==> config.mk <==
export PLATFORM = sky130hd
export DESIGN_NAME = mux_rr_arb
export DESIGN_NICKNAME = d
export VERILOG_FILES = /design/src/rtl/mux_rr_arb_pkg.sv /design/src/rtl/mux_rr_arb_rr_pick.sv /design/src/rtl/mux_rr_arb.sv
export SDC_FILE = /design/constraint.sdc
export NUM_CORES = 1
export LEC_CHECK = 0
export BUFFER_PORTS_ARGS = -buffer_cell sky130_fd_sc_hd__buf_2
export CELL_PAD_IN_SITES_DETAIL_PLACEMENT = 1
export CELL_PAD_IN_SITES_GLOBAL_PLACEMENT = 2
export CORE_UTILIZATION = 29
export CTS_BUF_LIST = sky130_fd_sc_hd__clkbuf_2
export DETAILED_ROUTE_END_ITERATION = 7
export GPL_ROUTABILITY_DRIVEN = 0
export PLACE_DENSITY_LB_ADDON = 0.1
export SYNTH_ARGS = -nofsm -noshare
export SYNTH_HDL_FRONTEND = slang
export SYNTH_HIERARCHICAL = 1
export SYNTH_SLANG_ARGS = --single-unit
==> constraint.sdc <==
create_clock -name clk -period 3.21 [get_ports clk]
set_input_delay 0.4815 -clock clk [delete_from_list [all_inputs] [get_ports clk]]
set_output_delay 0.4815 -clock clk [all_outputs]
set_load 0.1 [all_outputs]
==> src/rtl/mux_rr_arb_pkg.sv <==
// Package mux_rr_pkg: shared defaults and encodings for the mux_rr_arb block.
//   DEF_N / DEF_WIDTH / DEF_CNT_W : default channel count, data width, counter width
//   sel_w(n)                      : index width needed to address n channels
//   st_e                          : output-register occupancy state (EMPTY / FULL)
package mux_rr_pkg;

  localparam int DEF_N     = 4;
  localparam int DEF_WIDTH = 8;
  localparam int DEF_CNT_W = 16;

  typedef enum logic {
    ST_EMPTY = 1'b0,
    ST_FULL  = 1'b1
  } st_e;

  // Index width for n channels; a single channel still needs one bit.
  function automatic int sel_w(input int n);
    return (n <= 1) ? 1 : $clog2(n);
  endfunction

endpackage

==> src/rtl/mux_rr_arb_rr_pick.sv <==
// rr_pick: combinational rotating-priority picker.
//   req     in  N      request vector
//   ptr     in  SEL_W  highest-priority index this cycle
//   gnt     out N      one-hot grant (zero when no request)
//   gnt_idx out SEL_W  index of the granted request (0 when none)
//   any     out 1      at least one request present
// N must be a power of two so that ptr + k wraps naturally modulo N.
module rr_pick
  import mux_rr_pkg::*;
#(
  parameter int N     = DEF_N,
  parameter int SEL_W = sel_w(N)
) (
  input  logic [N-1:0]     req,
  input  logic [SEL_W-1:0] ptr,
  output logic [N-1:0]     gnt,
  output logic [SEL_W-1:0] gnt_idx,
  output logic             any
);

  logic [SEL_W-1:0] idx_s;

  // Walk ptr, ptr+1, ... (mod N) and take the first requesting channel.
  always_comb begin
    gnt     = '0;
    gnt_idx = '0;
    any     = 1'b0;
    idx_s   = ptr;
    for (int k = 0; k < N; k++) begin
      idx_s = ptr + SEL_W'(k);
      if (!any && req[idx_s]) begin
        gnt[idx_s] = 1'b1;
        gnt_idx    = idx_s;
        any        = 1'b1;
      end else begin
        any = any;
      end
    end
  end

endmodule

==> src/rtl/mux_rr_arb.sv <==
// mux_rr_arb: N-to-1 round-robin multiplexer with valid/ready handshake and a
// registered output stage tagged with the source channel index.
//   clk        in   1        rising-edge clock
//   rst_n      in   1        asynchronous active-low reset
//   in_valid   in   N        channel i holds a word
//   in_ready   out  N        channel i word accepted this cycle (one-hot or zero)
//   in_data    in   N*WIDTH  channel i data at [i*WIDTH +: WIDTH]
//   out_valid  out  1        output register holds a word
//   out_ready  in   1        downstream accepts the word
//   out_data   out  WIDTH    registered data
//   out_sel    out  SEL_W    source channel of out_data
//   grant_cnt  out  N*CNT_W  per-channel saturating accepted-word count
// Optional feature macro: MUX_RR_STATS_EN adds the CNT_W parameter, the
// grant_cnt port and the per-channel counters; without it they are absent.
module mux_rr_arb
  import mux_rr_pkg::*;
#(
  parameter int N     = DEF_N,
  parameter int WIDTH = DEF_WIDTH,
  parameter int SEL_W = sel_w(N)
`ifdef MUX_RR_STATS_EN
  ,
  parameter int CNT_W = DEF_CNT_W
`endif
) (
  input  logic               clk,
  input  logic               rst_n,
  input  logic [N-1:0]       in_valid,
  output logic [N-1:0]       in_ready,
  input  logic [N*WIDTH-1:0] in_data,
  output logic               out_valid,
  input  logic               out_ready,
  output logic [WIDTH-1:0]   out_data,
  output logic [SEL_W-1:0]   out_sel
`ifdef MUX_RR_STATS_EN
  ,
  output logic [N*CNT_W-1:0] grant_cnt
`endif
);

  st_e              state_r;
  st_e              state_nxt_s;
  logic [WIDTH-1:0] out_data_r;
  logic [SEL_W-1:0] out_sel_r;
  logic [SEL_W-1:0] rr_ptr_r;

  logic [N-1:0]     gnt_s;
  logic [SEL_W-1:0] gnt_idx_s;
  logic             any_s;
  logic             can_load_s;
  logic             load_s;

  rr_pick #(
    .N     (N),
    .SEL_W (SEL_W)
  ) u_pick (
    .req     (in_valid),
    .ptr     (rr_ptr_r),
    .gnt     (gnt_s),
    .gnt_idx (gnt_idx_s),
    .any     (any_s)
  );

  // Handshake: the register may load when empty or being drained this cycle.
  // in_ready is forced low while reset is asserted, since the empty register
  // would otherwise advertise a grant during reset.
  always_comb begin
    can_load_s = (state_r == ST_EMPTY) | out_ready;
    load_s     = can_load_s & any_s;
    if (load_s && rst_n) begin
      in_ready = gnt_s;
    end else begin
      in_ready = '0;
    end
  end

  // Next-state logic for the output register occupancy.
  always_comb begin
    state_nxt_s = state_r;
    case (state_r)
      ST_EMPTY: begin
        if (load_s) begin
          state_nxt_s = ST_FULL;
        end else begin
          state_nxt_s = ST_EMPTY;
        end
      end
      ST_FULL: begin
        if (load_s) begin
          state_nxt_s = ST_FULL;
        end else if (out_ready) begin
          state_nxt_s = ST_EMPTY;
        end else begin
          state_nxt_s = ST_FULL;
        end
      end
      default: state_nxt_s = ST_EMPTY;
    endcase
  end

  // State register.
  always_ff @(posedge clk or negedge rst_n) begin
    if (!rst_n) begin
      state_r <= ST_EMPTY;
    end else begin
      state_r <= state_nxt_s;
    end
  end

  // Output word, source tag and pointer; all change only on a grant so a
  // drained word leaves data/sel holding their last values.
  always_ff @(posedge clk or negedge rst_n) begin
    if (!rst_n) begin
      out_data_r <= '0;
      out_sel_r  <= '0;
      rr_ptr_r   <= '0;
    end else if (load_s) begin
      out_data_r <= in_data[gnt_idx_s*WIDTH +: WIDTH];
      out_sel_r  <= gnt_idx_s;
      rr_ptr_r   <= gnt_idx_s + {{(SEL_W-1){1'b0}}, 1'b1};
    end else begin
      out_data_r <= out_data_r;
      out_sel_r  <= out_sel_r;
      rr_ptr_r   <= rr_ptr_r;
    end
  end

  assign out_valid = (state_r == ST_FULL);
  assign out_data  = out_data_r;
  assign out_sel   = out_sel_r;

`ifdef MUX_RR_STATS_EN
  logic [CNT_W-1:0] cnt_r [N];

  // Per-channel accepted-word counters, saturating at all-ones.
  always_ff @(posedge clk or negedge rst_n) begin
    if (!rst_n) begin
      for (int i = 0; i < N; i++) begin
        cnt_r[i] <= '0;
      end
    end else begin
      for (int i = 0; i < N; i++) begin
        if (in_ready[i] && in_valid[i] && (cnt_r[i] != {CNT_W{1'b1}})) begin
          cnt_r[i] <= cnt_r[i] + {{(CNT_W-1){1'b0}}, 1'b1};
        end else begin
          cnt_r[i] <= cnt_r[i];
        end
      end
    end
  end

  for (genvar g = 0; g < N; g++) begin : g_cnt
    assign grant_cnt[g*CNT_W +: CNT_W] = cnt_r[g];
  end
`endif

endmodule

==> results of run 1 <==
==> state kept, by name, indices dropped and copies added (netlist names) <==
name,count
out_valid,1
out_sel,2
rr_ptr_r,2
out_data,8
==> routing by layer <==
layer | share of wire [%] | wire, um | global-route usage, %
met5 | 0 | 0 | 0
met1 | 42 | 1210 | 19.0
met4 | 0 | 0 | 0.833
met3 | 5.9 | 170 | 3.70
met2 | 53 | 1530 | 27.5
==> path summary, 6_finish.rpt <==
kind                        startpoint          end
hold reg to reg            out_data[2]  out_data[2]
setup / recovery           rr_ptr_r[0]  out_data[0]
hold / removal                   rst_n  out_data[6]
max in group asynchronous        rst_n  out_data[7]
min in group clk           out_data[2]  out_data[2]
setup reg to reg           rr_ptr_r[0]  out_data[0]
==> worst max-delay path, delay by kind of cell (launching register included) <==
family | cells | cell delay (ps)
AO/OA/AOI/OAI | 2 | 190
buffers and inverters | 3 | 630
flip-flops | 1 | 360
multiplexers | 3 | 1440
AND/OR/NAND/NOR | 1 | 250
==> cell type report <==
| type | count | area (um2) | area share [%] |
|---|---|---|---|
| flip-flops and latches | 13 | 325 | 20.5 |
| well taps | 48 | 60.1 | 3.78 |
| repair buffers | 61 | 385 | 24.3 |
| multi-input cells | 69 | 783 | 49.3 |
| clock buffers | 4 | 20.0 | 1.26 |
| inverters | 4 | 15.0 | 0.945 |
==> repair_timing <==
item | 4_1_cts | 5_1_grt
resized for setup | 0 | 2
hold buffers | 0 | 0
endpoints found under the hold margin | 0 | 0
endpoints found under the setup margin | 0 | 4
setup buffers | 0 | 3
==> cells by family after synthesis <==
family	after synthesis
AO/OA/AOI/OAI	19
AND/OR/NAND/NOR	18
flip-flops	13
buffers and inverters	10
XOR/XNOR	1
multiplexers	26
adder cells (fa/ha/maj)	5
==> stage by stage <==
stage	setup slack (ps)	cell area [um2]	hold slack, ps	utilization (%)
5_1_grt	2.75	1590	95.1	42.8
2_1_floorplan	11.7	1150	186	-
3_5_place_dp	244	1530	409	41.1
4_1_cts	55.4	1550	93.3	41.7
6_report	224	1590	91.9	42.8
3_3_place_gp	316	1530	409	41.1
==> cell usage in the layout, fill, tap and decap left out, drive strengths merged, types with 4 or more instances in the layout <==
cell,netlist,layout
clkbuf,2,4
o21ai,5,5
and3,4,4
buf,4,61
inv,4,4
ha,5,5
mux4,12,12
mux2,11,11
a22oi,8,8
dfrtp,13,13
nand2b,4,4
==> reports/metrics.csv, run 1 <==
metric;value;unit
Worst path max stage delay;600;ps
total track usage;15.2;%
Syn Inst Count;92;
Synth top cells by count;dfrtp_1, mux2_2, mux4_2;
number of synthesized flops with an enable pin;0;
async set or reset register ratio after synthesis;100;%
Setup Viol. Count Final;0;
Via density;5.11;
Yosys warning total;6;
detailed-placement wirelength estimate;2330;um
clock sink count;13;
CTS Buf Count;3;
CP Launch Type;flop;
die width;64.9;um
Yosys cell types;30;
share of layout cells above drive strength 1;59.6;%
hold crit path type;in2async;
Setup Skew;1.85;ps
sequential share of the synthesized area;28.3;%
post-synthesis xor/xnor area fraction;0.763;%
reg2reg setup slack;220;ps
post-synthesis compound-gate area fraction;11.2;%
num rows;22;
FILL cells;429;
r2r worst-path depth;9;
setup tns final;0;ps
clock root buffer;clkbuf_2;
total gr overflow;0;
Iter 0 DRT Violations;25;
Least-Margin Pin Slew;501;ps
Arrival @ worst endpoint;3150;ps
top post-synthesis cells by area;dfrtp_1, mux4_2, mux2_2, mux4_1, ha_1;
vias in the first global route;1101;
die height;64.9;um
Synth Net Count;136;
initial antenna violation count;0;
Synth Area in Adders;5.45;%
post-synth top area share;28.3;%
maximum fanout along the worst path;13;
Crit. End Element;flop;
# placed instances;192;
Worst-path clk slew;120;ps
cell mode on critical path;buf_4;
status;finished, final reports clean;
# H-tree levels;1;
largest net degree at the start of global routing;18;
Worst EP required;3380;ps
Synth Area in Simple Gates;10.6;%
min Tclk post-route;2990;ps
Max clock buf depth;2;
Final Hold Vio Count;0;
Top-Level Pins;54;
slew margin rel.;66.6;%
Max Clk Rate;0.335;GHz
CTS tree;done;
RSZ-0062 raised after global routing;false;
largest family of logic cells by synthesized area;multiplexers;
post-synth top area cell;dfrtp_1;
Avg WL per Cell;14.6;um
worst-skew pair later-pin latency;270;ps
synthesis-stage register bit count;13;
DRT Wirelength;2900;um
total number of vias;1016;
IO buf count;53;
Most used DFF post-synth;dfrtp_1;
ANT nets after route;0;
top-count cell post-synth;dfrtp_1;
Detailed Routing Iterations Pass 1;4;
fin crit share;93.0;%
post-synthesis mux area share;38.2;%
worst-path cell chain;buf_4 -> mux4_2 -> buf_4 -> and2b_2 -> o21ai_0 -> o31ai_2 -> buf_4 -> mux4_1 -> mux2_2;
core footprint;0.00372;mm2
Max Slew Vio Count;0;
total of max-cap violations;0;
CP max stage cell;mux4_2;
Die Area;0.00422;mm2
Nets;196;
global-route wire length before repair;5050;um
Syn-to-layout area delta;38.3;%
initial core utilization;30.9;%
average size of a mapped cell;12.5;um2
fin cells;199;
DRC Markers;0;
diode count;0;
Mapped Area;0.00115;mm2
Crit Path Class;reg2reg;
Power of run 1 is left out: the tool's default activity adds up to more than one toggle a clock period on the data nets, which glitch-free logic cannot reach.
==> run 2: changes to the inputs <==
==> constraint.sdc (replaced) <==
create_clock -name clk -period 3.21 [get_ports clk]
set_input_delay 0.4815 -clock clk [delete_from_list [all_inputs] [get_ports clk]]
set_output_delay 0.4815 -clock clk [all_outputs]
set_load 0.005 [all_outputs]
==> reports/metrics.csv, run 2 (synthesis gave the netlist of run 1 again) <==
metric;value;unit
total of max-cap violations;0;
# H-tree levels;1;
Met1 Wirelength;1330;um
CP max stage cell;mux4_1;
Detailed Routing Iterations Pass 1;2;
total power;0.00171;W
CTS tree;done;
Crit Path Class;reg2reg;
Max VDD drop;417;uV
Worst path max stage delay;550;ps
Die Area;0.00422;mm2
DRT Wirelength;3080;um
Final Cell Area;0.00156;mm2
Setup Skew;10.9;ps
FILL cells;456;
top layer used by detailed routing;met3;
total track usage;15.5;%
diode count;0;
largest net degree at the start of global routing;18;
Worst-path clk slew;130;ps
Max Clk Rate;0.331;GHz
DP Worst Slack;173;ps
worst-path cell chain;inv_1 -> ha_4 -> mux4_2 -> buf_4 -> and2b_2 -> o21ai_0 -> o31ai_2 -> buf_4 -> mux4_1 -> mux2_2;
Setup WS post-layout;188;ps
fin crit share;94.1;%
ANT nets after route;0;
total gr overflow;0;
share of layout cells above drive strength 1;60.1;%
global-route wire length before repair;4990;um
maximum fanout along the worst path;8;
Avg WL per Cell;15.3;um
setup tns final;0;ps
core footprint;0.00372;mm2
detailed-placement wirelength estimate;2430;um
# placed instances;192;
Max clock buf depth;2;
initial antenna violation count;0;
die width;64.9;um
slew margin rel.;64.9;%
met2 wire length;1600;um
commonest cells after routing, fill and taps aside;buf_2, dfrtp_1, mux2_2;
DRC Markers;0;
Top-Level Pins;54;
Worst EP required;3390;ps
Max Slew Vio Count;0;
Largest register FFs;8;
most common cell after layout, fill and taps aside;buf_2;
Syn-to-layout area delta;35.8;%
Crit. End Element;flop;
WL met3;154;um
P_leak;0.739;nW
Buf+Inv Stages, Crit Path;3;
clock sink count;13;
cts hold-fix bufs;0;
status;finished, final reports clean;
vias in the first global route;1094;
Iter 0 DRT Violations;32;
die height;64.9;um
num rows;22;
Least-Margin Pin Slew;526;ps
Area after DPL;0.00147;mm2
Setup Viol. Count Final;0;
hold crit path type;in2async;
initial core utilization;30.9;%
cell mode on critical path;buf_4;
Via density;5.13;
CP Launch Type;flop;
IO buf count;53;
delay-heaviest family, CP;multiplexers;
fin cells;201;
clock root buffer;clkbuf_2;
worst-skew pair later-pin latency;270;ps
min Tclk post-route;3020;ps
PwrDens;1090;mW/mm2
Arrival @ worst endpoint;3200;ps
Nets;198;
CTS Buf Count;3;
Final Hold Vio Count;0;
total number of vias;1032;
-- run 2: cell count changes in the layout (fill, tap and decap cells not counted) --
cell	change
buf_12	-3
buf_6	+1
buf_2	+4
-- run 2: layout make-up --
| class | count | area, um2 | area share [%] |
|---|---|---|---|
| clock buffer | 4 | 20.0 | 1.28 |
| inverter | 4 | 15.0 | 0.962 |
| sequential | 13 | 325 | 20.8 |
| tap | 48 | 60.1 | 3.85 |
| multi-input combinational | 69 | 783 | 50.2 |
| timing repair buffer | 63 | 357 | 22.9 |
-- run 2: worst paths after layout --
check | slack, ps | cells after the start | endpoint | startpoint
max in group asynchronous | 2840 | 1 | rr_ptr_r[0] | rst_n
max | 190 | 10 | out_data[0] | rr_ptr_r[0]
max reg2reg | 190 | 10 | out_data[0] | rr_ptr_r[0]
min in group clk | 510 | 1 | out_data[1] | out_data[1]
min reg2reg | 510 | 1 | out_data[1] | out_data[1]
min | 90 | 1 | out_data[6] | rst_n
-- run 2: routing by layer --
layer,track usage [%],up-vias
met5,0,-
met4,1.67,0
met3,3.35,0
met2,28.5,32
met1,18.8,514
li1,-,486
-- run 2: through the flow --
stage	hold WS, ps	utilization (%)
after detailed placement	414	39.5
after global routing	75.8	42.0
final	93.1	42.0
after global placement	412	39.5
after CTS	82.6	40.1
after floorplan	186	-
-- run 2: power by group --
group          total [W]  internal [W]  switching [W]
clock          0.0000863     0.0000330      0.0000532
sequential      0.000294      0.000250      0.0000440
combinational    0.00132      0.000737       0.000588
total            0.00170       0.00102       0.000685
-- run 2: repair_timing --
action,CTS,global route
gates resized for setup,0,3
setup endpoints to repair,0,4
buffers inserted,0,5
endpoints found under the hold margin,0,0
No activity file was read; power rests on OpenSTA's default activity.
==> run 3: changes to the inputs <==
--- a/config.mk
+++ b/config.mk
@@ -8,7 +8,7 @@
 export BUFFER_PORTS_ARGS = -buffer_cell sky130_fd_sc_hd__buf_2
 export CELL_PAD_IN_SITES_DETAIL_PLACEMENT = 1
 export CELL_PAD_IN_SITES_GLOBAL_PLACEMENT = 2
-export CORE_UTILIZATION = 29
+export CORE_UTILIZATION = 31
 export CTS_BUF_LIST = sky130_fd_sc_hd__clkbuf_2
 export DETAILED_ROUTE_END_ITERATION = 7
 export GPL_ROUTABILITY_DRIVEN = 0
==> constraint.sdc (replaced) <==
create_clock -name clk -period 3.8 [get_ports clk]
set_input_delay 0.57 -clock clk [delete_from_list [all_inputs] [get_ports clk]]
set_output_delay 0.57 -clock clk [all_outputs]
set_load 0.005 [all_outputs]
==> reports/metrics.csv, run 3 (synthesis gave the netlist of run 1 again) <==
metric;value;unit
CTS tree;done;
CP Launch Type;flop;
Largest register FFs;8;
Worst EP required;3230;ps
setup tns final;0;ps
Via density;5.09;
post-cts sizing count;0;
Comb power frac;75.3;%
num rows;21;
Crit Path Class;reg2out;
# placed instances;189;
status;finished, final reports clean;
Die Area;0.00395;mm2
most common cell after layout, fill and taps aside;buf_2;
Final Core Density;43.0;%
total power;0.00130;W
Critical Path Sink;in_ready[3];
r2r worst-path depth;9;
slew margin rel.;65.4;%
share of layout cells above drive strength 1;57.1;%
P_int;0.000769;W
diode count;0;
die height;62.9;um
Avg WL per Cell;14.6;um
Max clock buf depth;2;
hold slack;181;ps
worst-skew pair later-pin latency;260;ps
register share of total power;19.2;%
largest net degree at the start of global routing;18;
total track usage;15.2;%
detailed-placement wirelength estimate;2300;um
vias in the first global route;1034;
DRC Markers;0;
hold crit path type;in2async;
clock sink count;13;
global-route wire length before repair;4800;um
Syn-to-layout area delta;28.8;%
commonest cells after routing, fill and taps aside;buf_2, dfrtp_1, mux2_2;
die width;62.9;um
CTS Buf Count;3;
FILL cells;401;
Setup Skew;3.47;ps
fin crit share;85.5;%
Reg-to-Reg End;out_data[4];
Detailed Routing Iterations Pass 1;2;
ANT nets after route;0;
clock root buffer;clkbuf_2;
Arrival @ worst endpoint;2680;ps
setup repair bufs after CTS;0;
IO buf count;53;
DRT Wirelength;2820;um
crit path launch;rr_ptr_r[0];
Top-Level Pins;54;
NetSw;0.000532;W
P_leak;0.703;nW
fin cells;193;
RSZ-0062 raised after global routing;false;
reg2reg setup slack;690;ps
Sw Share;40.9;%
core footprint;0.00344;mm2
maximum fanout along the worst path;13;
PwrDens;880;mW/mm2
Max VDD drop;390;uV
Nets;192;
Least-Margin Pin Slew;519;ps
Max Clk Rate;0.308;GHz
Setup Viol. Count Final;0;
total gr overflow;0;
min Tclk post-route;3250;ps
total of max-cap violations;0;
Iter 0 DRT Violations;31;
Crit. End Element;output pin;
initial core utilization;33.4;%
Final Hold Vio Count;0;
# H-tree levels;1;
cts hold-fix bufs;0;
total number of vias;982;
r2r startpoint;rr_ptr_r[0];
Max Slew Vio Count;0;
initial antenna violation count;0;
Clock power frac;5.4;%
Worst-path clk slew;120;ps
-- run 3: metrics by stage --
stage,worst slack [ps],instance area [um2]
floorplan,900,1150
global placement,656,1460
detailed placement,598,1460
CTS,508,1480
global route,293,1480
finish,551,1480
-- run 3: final cells by class --
type	instances	area (um2)	share of cell area [%]
Sequential cell	13	325	22.0
Timing Repair Buffer	57	295	20.0
Multi-Input combinational cell	69	766	51.8
Tap cell	46	57.6	3.89
Inverter	4	15.0	1.02
Clock buffer	4	20.0	1.35
-- run 3: metal layers --
metal  share of wire (%)  routed length [um]  global-route usage (%)
met5                   0                   0                       0
met1                  46                1300                    19.2
met3                 5.2                 146                    4.20
met4                   0                   0                   0.872
met2                  49                1370                    26.7
-- run 3: worst min path at each step --
stage                 from          end  slack (ps)  cells past startpoint
2_1_floorplan        rst_n  out_data[0]         270                      0
3_3_place_gp   out_data[0]  out_data[0]         480                      1
3_5_place_dp    out_sel[1]   out_sel[1]         490                      1
4_1_cts              rst_n  out_data[5]         180                      1
5_1_grt              rst_n  out_data[5]         180                      1
6_report             rst_n  out_data[5]         180                      1
-- run 3: worst max-delay path, cell delays in order, from the launching register on --
cell and delay [ps]:
dfrtp_1 490, buf_4 230, mux4_2 660, nor3_1 310
nand2b_1 150, and2_0 230, and3_1 210, buf_2 120
-- run 3: power by group through the flow --
stage / combinational, W / sequential, W / clock [W]
floorplan: 0.000776 / 0.000264 / 0
detailed placement: 0.000997 / 0.000255 / 0
CTS: 0.00100 / 0.000252 / 0.0000771
global placement: 0.000982 / 0.000250 / 0
finish: 0.000980 / 0.000250 / 0.0000708
global route: 0.00108 / 0.000262 / 0.0000823
